### src/rtl/vga_rx_monitor.sv
// vga_rx_monitor: receive-side timing monitor for a 640x480@60 VGA link.
// It rebuilds line and frame timing from hsync, vsync and RGB565. Each frame is
// checked against the nominal format. Lock is declared after LOCK_FRAMES clean
// frames. While locked, the block outputs coordinates and data for each active pixel.
//
// Ports:
//   vga_clk      in   pixel clock
//   sys_rst_n    in   asynchronous active-low reset
//   hsync_in     in   line sync (active high at line start)
//   vsync_in     in   frame sync (active high for the first lines of a frame)
//   rgb_in       in   16-bit pixel data
//   pix_x/pix_y  out  active column/row, 10'h3ff when not an active locked pixel
//   pix_valid    out  pix_x/pix_y/pix_data describe an active pixel
//   pix_data     out  captured pixel, 0 when pix_valid is low
//   frame_start  out  one-cycle pulse per detected frame start
//   locked       out  monitor is in the LOCKED state
//   h_total_meas out  clocks in the last complete line
//   v_total_meas out  lines in the last complete frame
//   err_cnt      out  saturating count of lock losses
//   frame_crc    out  CRC-16-CCITT of the last fully locked frame
//   crc_valid    out  one-cycle pulse when frame_crc updates
//
// Optional feature: define VGA_RX_CRC_EN to build the frame CRC. Without the
// macro, frame_crc is tied to 0 and crc_valid is tied to 0.
module vga_rx_monitor #(
    parameter int unsigned H_SYNC      = 96,
    parameter int unsigned H_TOTAL     = 800,
    parameter int unsigned H_START     = 144,
    parameter int unsigned H_VALID     = 640,
    parameter int unsigned V_SYNC      = 2,
    parameter int unsigned V_TOTAL     = 525,
    parameter int unsigned V_START     = 35,
    parameter int unsigned V_VALID     = 480,
    parameter int unsigned LOCK_FRAMES = 2
) (
    input  logic        vga_clk,
    input  logic        sys_rst_n,
    input  logic        hsync_in,
    input  logic        vsync_in,
    input  logic [15:0] rgb_in,
    output logic [9:0]  pix_x,
    output logic [9:0]  pix_y,
    output logic        pix_valid,
    output logic [15:0] pix_data,
    output logic        frame_start,
    output logic        locked,
    output logic [9:0]  h_total_meas,
    output logic [9:0]  v_total_meas,
    output logic [7:0]  err_cnt,
    output logic [15:0] frame_crc,
    output logic        crc_valid
);

    localparam int unsigned CW = 10;
    localparam int unsigned DW = 16;
    localparam int unsigned GW = 3;
    localparam int unsigned EW = 8;

    localparam logic [CW-1:0] CNT_MAX = {CW{1'b1}};
    localparam logic [EW-1:0] ERR_MAX = {EW{1'b1}};
    localparam logic [CW-1:0] H_BEG   = CW'(H_START);
    localparam logic [CW-1:0] H_END   = CW'(H_START + H_VALID);
    localparam logic [CW-1:0] V_BEG   = CW'(V_START);
    localparam logic [CW-1:0] V_END   = CW'(V_START + V_VALID);
    localparam logic [CW-1:0] H_LAST  = CW'(H_TOTAL - 1);
    localparam logic [CW-1:0] V_LAST  = CW'(V_TOTAL - 1);
    localparam logic [CW-1:0] H_SW    = CW'(H_SYNC);
    localparam logic [CW-1:0] V_SW    = CW'(V_SYNC);
    localparam logic [GW-1:0] LOCK_N  = GW'(LOCK_FRAMES);

    typedef enum logic [1:0] {
        ST_IDLE   = 2'd0,
        ST_SEARCH = 2'd1,
        ST_LOCKED = 2'd2
    } state_t;

    state_t         state;
    logic           hs_r;
    logic           hs_d;
    logic           vs_ls;
    logic [DW-1:0]  rgb_r;
    logic [CW-1:0]  h_cnt;
    logic [CW-1:0]  v_cnt;
    logic [CW-1:0]  vs_lines;
    logic           line_err;
    logic [GW-1:0]  good_cnt;

    logic           line_start;
    logic           fs_ev;
    logic           hs_fall;
    logic           vs_fall;
    logic           err_now;
    logic           frame_good;
    logic           enter_lock;
    logic           drop_lock;
    logic           in_win;

    // Timing events and error detection.
    // Line start is taken from the raw input edge. Because of this, h_cnt==k in the same
    // cycle as rgb_r holds column k.
    always_comb begin
        line_start = hsync_in & ~hs_r;
        fs_ev      = line_start & vsync_in & ~vs_ls;
        hs_fall    = ~hs_r & hs_d;
        vs_fall    = line_start & ~vsync_in & vs_ls;
        err_now    = line_err
                   | (line_start & (h_cnt != H_LAST))
                   | (hs_fall & (h_cnt != H_SW))
                   | (vs_fall & (vs_lines != V_SW))
                   | ((h_cnt == CNT_MAX) & ~line_start);
        frame_good = (v_cnt == V_LAST) & ~err_now;
        enter_lock = (state == ST_SEARCH) & fs_ev & frame_good
                   & ((good_cnt + GW'(1)) == LOCK_N);
        drop_lock  = (state == ST_LOCKED)
                   & ((fs_ev & ~frame_good) | (v_cnt == CNT_MAX));
        in_win     = (state == ST_LOCKED)
                   & (h_cnt >= H_BEG) & (h_cnt < H_END)
                   & (v_cnt >= V_BEG) & (v_cnt < V_END);
    end

    // Input capture, h/v counters, measurements and sticky frame error.
    always_ff @(posedge vga_clk or negedge sys_rst_n) begin
        if (!sys_rst_n) begin
            hs_r         <= 1'b0;
            hs_d         <= 1'b0;
            vs_ls        <= 1'b0;
            rgb_r        <= '0;
            h_cnt        <= '0;
            v_cnt        <= '0;
            vs_lines     <= '0;
            line_err     <= 1'b0;
            h_total_meas <= '0;
            v_total_meas <= '0;
        end else begin
            hs_r  <= hsync_in;
            hs_d  <= hs_r;
            rgb_r <= rgb_in;

            if (line_start) begin
                vs_ls        <= vsync_in;
                h_cnt        <= '0;
                h_total_meas <= h_cnt + CW'(1);
            end else if (h_cnt != CNT_MAX) begin
                h_cnt <= h_cnt + CW'(1);
            end

            if (fs_ev) begin
                // The finished frame has already been judged, so the new frame starts with no error.
                v_cnt        <= '0;
                v_total_meas <= v_cnt + CW'(1);
                vs_lines     <= CW'(1);
                line_err     <= 1'b0;
            end else begin
                if (line_start) begin
                    if (v_cnt != CNT_MAX) begin
                        v_cnt <= v_cnt + CW'(1);
                    end
                    if (vsync_in && (vs_lines != CNT_MAX)) begin
                        vs_lines <= vs_lines + CW'(1);
                    end
                end
                line_err <= err_now;
            end
        end
    end

    // Lock state machine: IDLE -> SEARCH -> LOCKED, and back to SEARCH on a bad frame.
    always_ff @(posedge vga_clk or negedge sys_rst_n) begin
        if (!sys_rst_n) begin
            state       <= ST_IDLE;
            good_cnt    <= '0;
            locked      <= 1'b0;
            err_cnt     <= '0;
            frame_start <= 1'b0;
        end else begin
            frame_start <= fs_ev;
            case (state)
                ST_IDLE: begin
                    if (fs_ev) begin
                        state <= ST_SEARCH;
                    end
                end
                ST_SEARCH: begin
                    if (enter_lock) begin
                        state    <= ST_LOCKED;
                        locked   <= 1'b1;
                        good_cnt <= '0;
                    end else if (fs_ev) begin
                        good_cnt <= frame_good ? (good_cnt + GW'(1)) : '0;
                    end
                end
                ST_LOCKED: begin
                    if (drop_lock) begin
                        state    <= ST_SEARCH;
                        locked   <= 1'b0;
                        good_cnt <= '0;
                        if (err_cnt != ERR_MAX) begin
                            err_cnt <= err_cnt + EW'(1);
                        end
                    end
                end
                default: begin
                    state  <= ST_IDLE;
                    locked <= 1'b0;
                end
            endcase
        end
    end

    // Pixel output stage: adds the second register of latency.
    always_ff @(posedge vga_clk or negedge sys_rst_n) begin
        if (!sys_rst_n) begin
            pix_valid <= 1'b0;
            pix_x     <= CNT_MAX;
            pix_y     <= CNT_MAX;
            pix_data  <= '0;
        end else if (in_win) begin
            pix_valid <= 1'b1;
            pix_x     <= h_cnt - H_BEG;
            pix_y     <= v_cnt - V_BEG;
            pix_data  <= rgb_r;
        end else begin
            pix_valid <= 1'b0;
            pix_x     <= CNT_MAX;
            pix_y     <= CNT_MAX;
            pix_data  <= '0;
        end
    end

`ifdef VGA_RX_CRC_EN
    logic [DW-1:0] crc;
    logic          crc_run;

    // CRC-16-CCITT (poly 0x1021). One word is processed per call, MSB first.
    function automatic logic [DW-1:0] crc_step(input logic [DW-1:0] c,
                                               input logic [DW-1:0] d);
        logic [DW-1:0] r;
        logic          fb;
        r = c;
        for (int i = DW - 1; i >= 0; i--) begin
            fb = r[DW-1] ^ d[i];
            r  = {r[DW-2:0], 1'b0};
            if (fb) begin
                r = r ^ 16'h1021;
            end
        end
        return r;
    endfunction

    // crc_run marks a frame that has been locked since its frame start.
    // The CRC is published only for such frames.
    always_ff @(posedge vga_clk or negedge sys_rst_n) begin
        if (!sys_rst_n) begin
            crc       <= 16'hFFFF;
            crc_run   <= 1'b0;
            frame_crc <= '0;
            crc_valid <= 1'b0;
        end else begin
            crc_valid <= 1'b0;
            if (fs_ev) begin
                if (crc_run) begin
                    frame_crc <= crc;
                    crc_valid <= 1'b1;
                end
                crc     <= 16'hFFFF;
                crc_run <= enter_lock | ((state == ST_LOCKED) & ~drop_lock);
            end else begin
                if (drop_lock) begin
                    crc_run <= 1'b0;
                end
                if (pix_valid) begin
                    crc <= crc_step(crc, pix_data);
                end
            end
        end
    end
`else
    assign frame_crc = '0;
    assign crc_valid = 1'b0;
`endif

endmodule

### config.mk
export PLATFORM = sky130hd
export DESIGN_NAME = vga_rx_monitor
export DESIGN_NICKNAME = d
export VERILOG_FILES = /design/src/rtl/vga_rx_monitor.sv
export SDC_FILE = /design/constraint.sdc
export NUM_CORES = 1
export LEC_CHECK = 0
export CAP_MARGIN = 40
export CORE_ASPECT_RATIO = 1.2
export CORE_MARGIN = 2
export CORE_UTILIZATION = 52
export DETAILED_ROUTE_END_ITERATION = 7
export PLACE_DENSITY = 0.87
export SYNTH_ARGS = -nofsm -noshare
export SYNTH_HDL_FRONTEND = slang
export SYNTH_SLANG_ARGS = --single-unit
### constraint.sdc
create_clock -name vga_clk -period 2.7 [get_ports vga_clk]
set_input_delay 0.54 -clock vga_clk [delete_from_list [all_inputs] [get_ports vga_clk]]
set_output_delay 0.54 -clock vga_clk [all_outputs]
set_load 0.05 [all_outputs]
# == Word level (Yosys, flattened, before mapping) ==
# Cells that the tools add are included.
# word_totals
reg_bits,122
input_bits,20
# op_classes
n_addsub,7
order_cmp,4
eq_ne,17
muxes,25
bitwise,32
reduce_logical,13
# ops
operator,count
10-bit two-way mux,10
"10-bit != test, second input constant",4
"10-bit by 1-bit adder with 10-bit output, second input constant",3
"10-bit == test, second input constant",3
1-bit AND,20
"10-bit less-than comparator, second input constant",2
16-bit two-way mux,1
3-bit two-way mux,4
3-bit AND reduction,4
"10-bit by 6-bit >= comparator with 1-bit output, second input constant",1
"10-bit by 8-bit >= comparator with 1-bit output, second input constant",1
"10-bit by 2-bit != test with 1-bit output, second input constant",1
"10-bit by 7-bit != test with 1-bit output, second input constant",1
2-bit nonzero test,5
"10-bit by 6-bit subtractor with 10-bit output, second input constant",1
"10-bit by 8-bit subtractor with 10-bit output, second input constant",1
"8-bit by 1-bit adder with 8-bit output, second input constant",1
"8-bit != test, second input constant",1
1-bit NOT,7
2-bit two-way mux,3
"2-bit != test, second input constant",3
2-bit case mux with 3 select lines,1
3-bit case mux with 2 select lines,1
1-bit OR,5
10 further kinds,14

# == Depth between registers and ports, before layout ==
# Gate-level depths: netlist of the first run.
# logic_depth
depth_word,15
mapped_depth,9
depth_no_buf,8

# == Worst setup path after synthesis of the first run ==
# OpenSTA, ideal clock, no wires.
# synth_path
kind,reg-to-reg
from,register h_cnt[4]
to,register err_cnt[1]
setup_ps,128
t_arrival_ps,2013
required_time_ps,2572
setup_slack_ps,560
stages_incl_launch_ff,10
synth_period_minus_slack_ps,2140
cell_sequence,dfrtp_1 > clkbuf_1 > inv_1 > ha_1 > nor4bb_1 > and3_1 > o211ai_4 > nor2_8 > nor2_1 > mux2_1
# synth_via
elab_chain_len,13
word_cells_on_any_way,17
classes_between,3 x eq/ne; 13 x bitwise; 1 x reduce/logical
# synth_rtl
element,line,source
start: declaration,82,logic [CW-1:0] h_cnt;
start signal: assignment,144,h_cnt <= h_cnt + CW'(1);
10-bit != test,107,| (line_start & (h_cnt != H_LAST))
1-bit AND,107,
1-bit OR,107,
1-bit OR,108,| (hs_fall & (h_cnt != H_SW))
1-bit OR,109,| (vs_fall & (vs_lines != V_SW))
1-bit OR (*),110,| ((h_cnt == CNT_MAX) & ~line_start);
1-bit NOT (*),111,frame_good = (v_cnt == V_LAST) & ~err_now;
1-bit AND (*),111,
1-bit NOT (*),115,& ((fs_ev & ~frame_good) | (v_cnt == CNT_MAX));
1-bit AND (*),115,
1-bit OR (*),115,
1-bit AND (*),115,
3-bit AND reduction (no line) (*),n/a,
end signal: assignment,198,err_cnt <= err_cnt + EW'(1);
end: declaration,49,"output logic [7:0] err_cnt,"
# Every way passes the cells marked *; elsewhere a longest branch is shown, timed or not.
# A chain may end at the register's enable or synchronous reset.

# == Worst setup path in the final report of the first run ==
# layout_path
from,register h_cnt[0]
to,register pix_data[4]
# layout_via
elab_chain_len,6
word_cells_on_any_way,7
classes_between,2 x order compare; 1 x mux; 4 x bitwise
# layout_rtl
element,line,source
10-bit by 8-bit >= comparator with 1-bit output,117,& (h_cnt >= H_BEG) & (h_cnt < H_END)
1-bit AND,117,
1-bit AND (*),117,
1-bit AND (*) (2 in series),118,& (v_cnt >= V_BEG) & (v_cnt < V_END);
16-bit two-way mux (*),217,end else if (in_win) begin
end signal: assignment,221,pix_data <= rgb_r;
end: declaration,44,"output logic [15:0] pix_data,"
# Marked as above.

==> results.sh, run 1 <==
export IMPL_crit_required_ps=3050
export IMPL_dpl_hpwl_um=7790
export IMPL_skew_ps=10.4
export IMPL_grt_overflow=0
export IMPL_die_h_um=117
export IMPL_crit_path_max_fanout=13
export IMPL_numCtsBuffers=17
export IMPL_crit_family="compound AO/OA/AOI/OAI gates"
export IMPL_pwr_share_clk=0.440
export IMPL_async_flop_share=1.00
export IMPL_crit_slowest_cell="a211oi_2"
export IMPL_seq_area_um2=3080
export IMPL_synth_seq_area_share=0.558
export IMPL_grt_pass1_wl_um=19300
export IMPL_post_route_min_period_ps=2400
export IMPL_first_global_vias=4003
export IMPL_die_w_um=98.0
export IMPL_powerDensity_nw_per_um2=743
export IMPL_leakage_nw=3.17
export IMPL_arrival_ps=2740
export IMPL_status="completed"
export IMPL_wl_per_cell_um=15.5
export IMPL_portBuffers=86
export IMPL_relSlewSlack=0.421
export IMPL_fin_crit_sh=0.887
export IMPL_tritoncts="built"
export IMPL_p_switching_mw=1.47
export IMPL_critical_path_class="register to register"
export IMPL_routed_wl_um=11600
export IMPL_p_sw_frac=0.280
export IMPL_final_net_count=642
export IMPL_drt_initial_drc_count=203
export IMPL_cpPeakStageDelay_ps=800
export IMPL_num_vias=3981
export IMPL_cp_num_buf_inv=1
export IMPL_syn_area_um2=5520
export IMPL_path_clk_slew_ps=60
export IMPL_avgSynthCellArea_um2=10.8
export IMPL_ys_ff_latch=122
export IMPL_synth_cells=512
export IMPL_antennaDiodeCount=0
export IMPL_viasPerCell=5.30
export IMPL_synth_edf_count=0
export IMPL_grt_max_degree=57
export IMPL_cts_max_path_buffers=2
export IMPL_hp_class="primary input to async pin"
export IMPL_grt_util_all_layers=0.217
export IMPL_coreArea_um2=10400
export IMPL_final_cells=751
export IMPL_num_rows=41
export IMPL_tightest_slew_ps=868
export IMPL_setup_tns_ps=0
export IMPL_cap_violations=0
export IMPL_cp_cell_sequence="inv_1 > ha_1 > nor3b_1 > a21o_1 > nand2_1 > a211oi_2 > and2_1"
export IMPL_synthDistinctLibCells=59
export IMPL_synth_flop_cell="dfrtp_1"
export IMPL_multi_input_area_um2=2200
export IMPL_firstDrtPassIters=5
export IMPL_place_gp_congestion=0.896
export IMPL_worst_setup_path_end_kind="register"
export IMPL_power_frac_seq=0.396
export IMPL_areaGrowthSynthToFinish_pct=28.7
export IMPL_slew_viol_final=0
export IMPL_final_common_cell="dfrtp_1"
export IMPL_max_freq_mhz=418
export IMPL_antenna_found_initial=0
export IMPL_dp_cells=718
export IMPL_irDropWorstVdd_mv=0.348
export IMPL_hold_viol_final=0
export IMPL_finalSetupViolations=0
export IMPL_start_kind="register"
export IMPL_layout_common_cells="dfrtp_1 (102), clkdlybuf4s50_1 (85), nand2_1 (70), nor2_1 (42), xor2_1 (25)"
export IMPL_rsz0062_at_grt="no"
export IMPL_drive_gt1_frac=0.140
export IMPL_synth_area_leaders="dfrtp_1 (46%), dfstp_2 (9.5%), nand2_1 (4.8%), xor2_1 (4.0%), xnor2_1 (3.5%)"
export IMPL_power_internal_mw=3.80
export IMPL_yosys_area_top_type="dfrtp_1"
export IMPL_cts_root_buf="clkbuf_16"
export IMPL_clkLatencyLatePin_ps=410
export IMPL_htreeDepth=4
export IMPL_synth_top_cell_area_share=0.463
export IMPL_pin_count=104
export IMPL_ys_warnings_count=0
export IMPL_comb_power_share=0.164
export IMPL_start_util=0.530
export IMPL_cts_sinks=122
export IMPL_post_route_drc_count=0
export IMPL_dieArea_um2=11400
export IMPL_ant_nets=0
export IMPL_fillers=722
-- routing by layer --
metal  track usage  part of all wire
met4         0.105             0.025
met1         0.258              0.41
met2         0.363              0.51
met5             0                 0
met3        0.0671             0.059
-- cell usage after synthesis, drive strengths merged, types with 13 or more instances --
cell / instances
and2: 18
buf: 36
dfrtp: 102
dfstp: 20
ha: 13
inv: 13
nand2: 70
nand3: 17
nor2: 43
o21ai: 26
xnor2: 22
xor2: 25
-- path summary, 6_finish.rpt --
path	start	endpoint	slack, ps	cells past startpoint
worst min-delay path	sys_rst_n	rgb_r[3]	130	1
worst max-delay path	h_cnt[0]	pix_data[4]	300	7
min in group vga_clk	hs_r	hs_d	430	0
max in group asynchronous	sys_rst_n	pix_x[0]	1820	2
worst min register to register	hs_r	hs_d	430	0
worst max register to register	h_cnt[0]	pix_data[4]	300	7
-- what timing repair did --
action	in CTS	in global routing
hold buffers	0	0
endpoints found under the setup margin	0	12
setup buffers	0	0
resized for setup	0	0
-- final cells by class --
| class | instances | area share |
|---|---|---|
| Sequential cell | 122 | 0.434 |
| Multi-Input combinational cell | 352 | 0.309 |
| Timing Repair Buffer | 103 | 0.141 |
| Clock buffer | 21 | 0.0663 |
| Tap cell | 129 | 0.0227 |
| Clock inverter | 11 | 0.0203 |
| Inverter | 13 | 0.00688 |
-- through the flow --
step	hold WS, ps	utilization	worst slack [ps]	total power, mW	area (um2)
2_1_floorplan	244	-	560	2.68	5580
5_1_grt	146	0.681	140	5.49	7100
4_1_cts	124	0.680	134	5.31	7080
3_5_place_dp	413	0.621	151	2.97	6470
3_3_place_gp	403	0.621	282	2.93	6470
6_report	127	0.681	305	5.27	7100
-- power by group through the flow --
stage	Combinational [mW]	Sequential, mW	Clock (mW)
6_report	0.863	2.09	2.32
5_1_grt	0.933	2.11	2.45
4_1_cts	0.868	2.08	2.36
3_5_place_dp	0.857	2.11	0
3_3_place_gp	0.824	2.11	0
2_1_floorplan	0.410	2.27	0
-- logic make-up after synthesis --
group / count (synthesis) / share of synthesized area
buffers and inverters: 55 / 0.0569
multiplexers: 3 / 0.00612
other: 1 / 0.000680
adder cells (fa/ha/maj): 13 / 0.0295
AND/OR/NAND/NOR: 209 / 0.196
AO/OA/AOI/OAI: 62 / 0.0776
XOR/XNOR: 47 / 0.0746
flip-flops: 122 / 0.558
-- flip-flops by register name (all words and copies together), names as in the netlist, 2 cells and up --
name	count
h_cnt	10
v_total_meas	10
state	2
pix_x	10
h_total_meas	10
rgb_r	16
v_cnt	10
vs_lines	10
good_cnt	3
err_cnt	8
pix_y	10
pix_data	16
No activity file was read; power rests on OpenSTA's default activity.
==> inputs of run 2 (changes only) <==
- CAP_MARGIN: 40 -> 20
- HOLD_SLACK_MARGIN: default -> 0.12
==> results of run 2 <==
Final layout, timing and power as in run 1 (identical DEF).
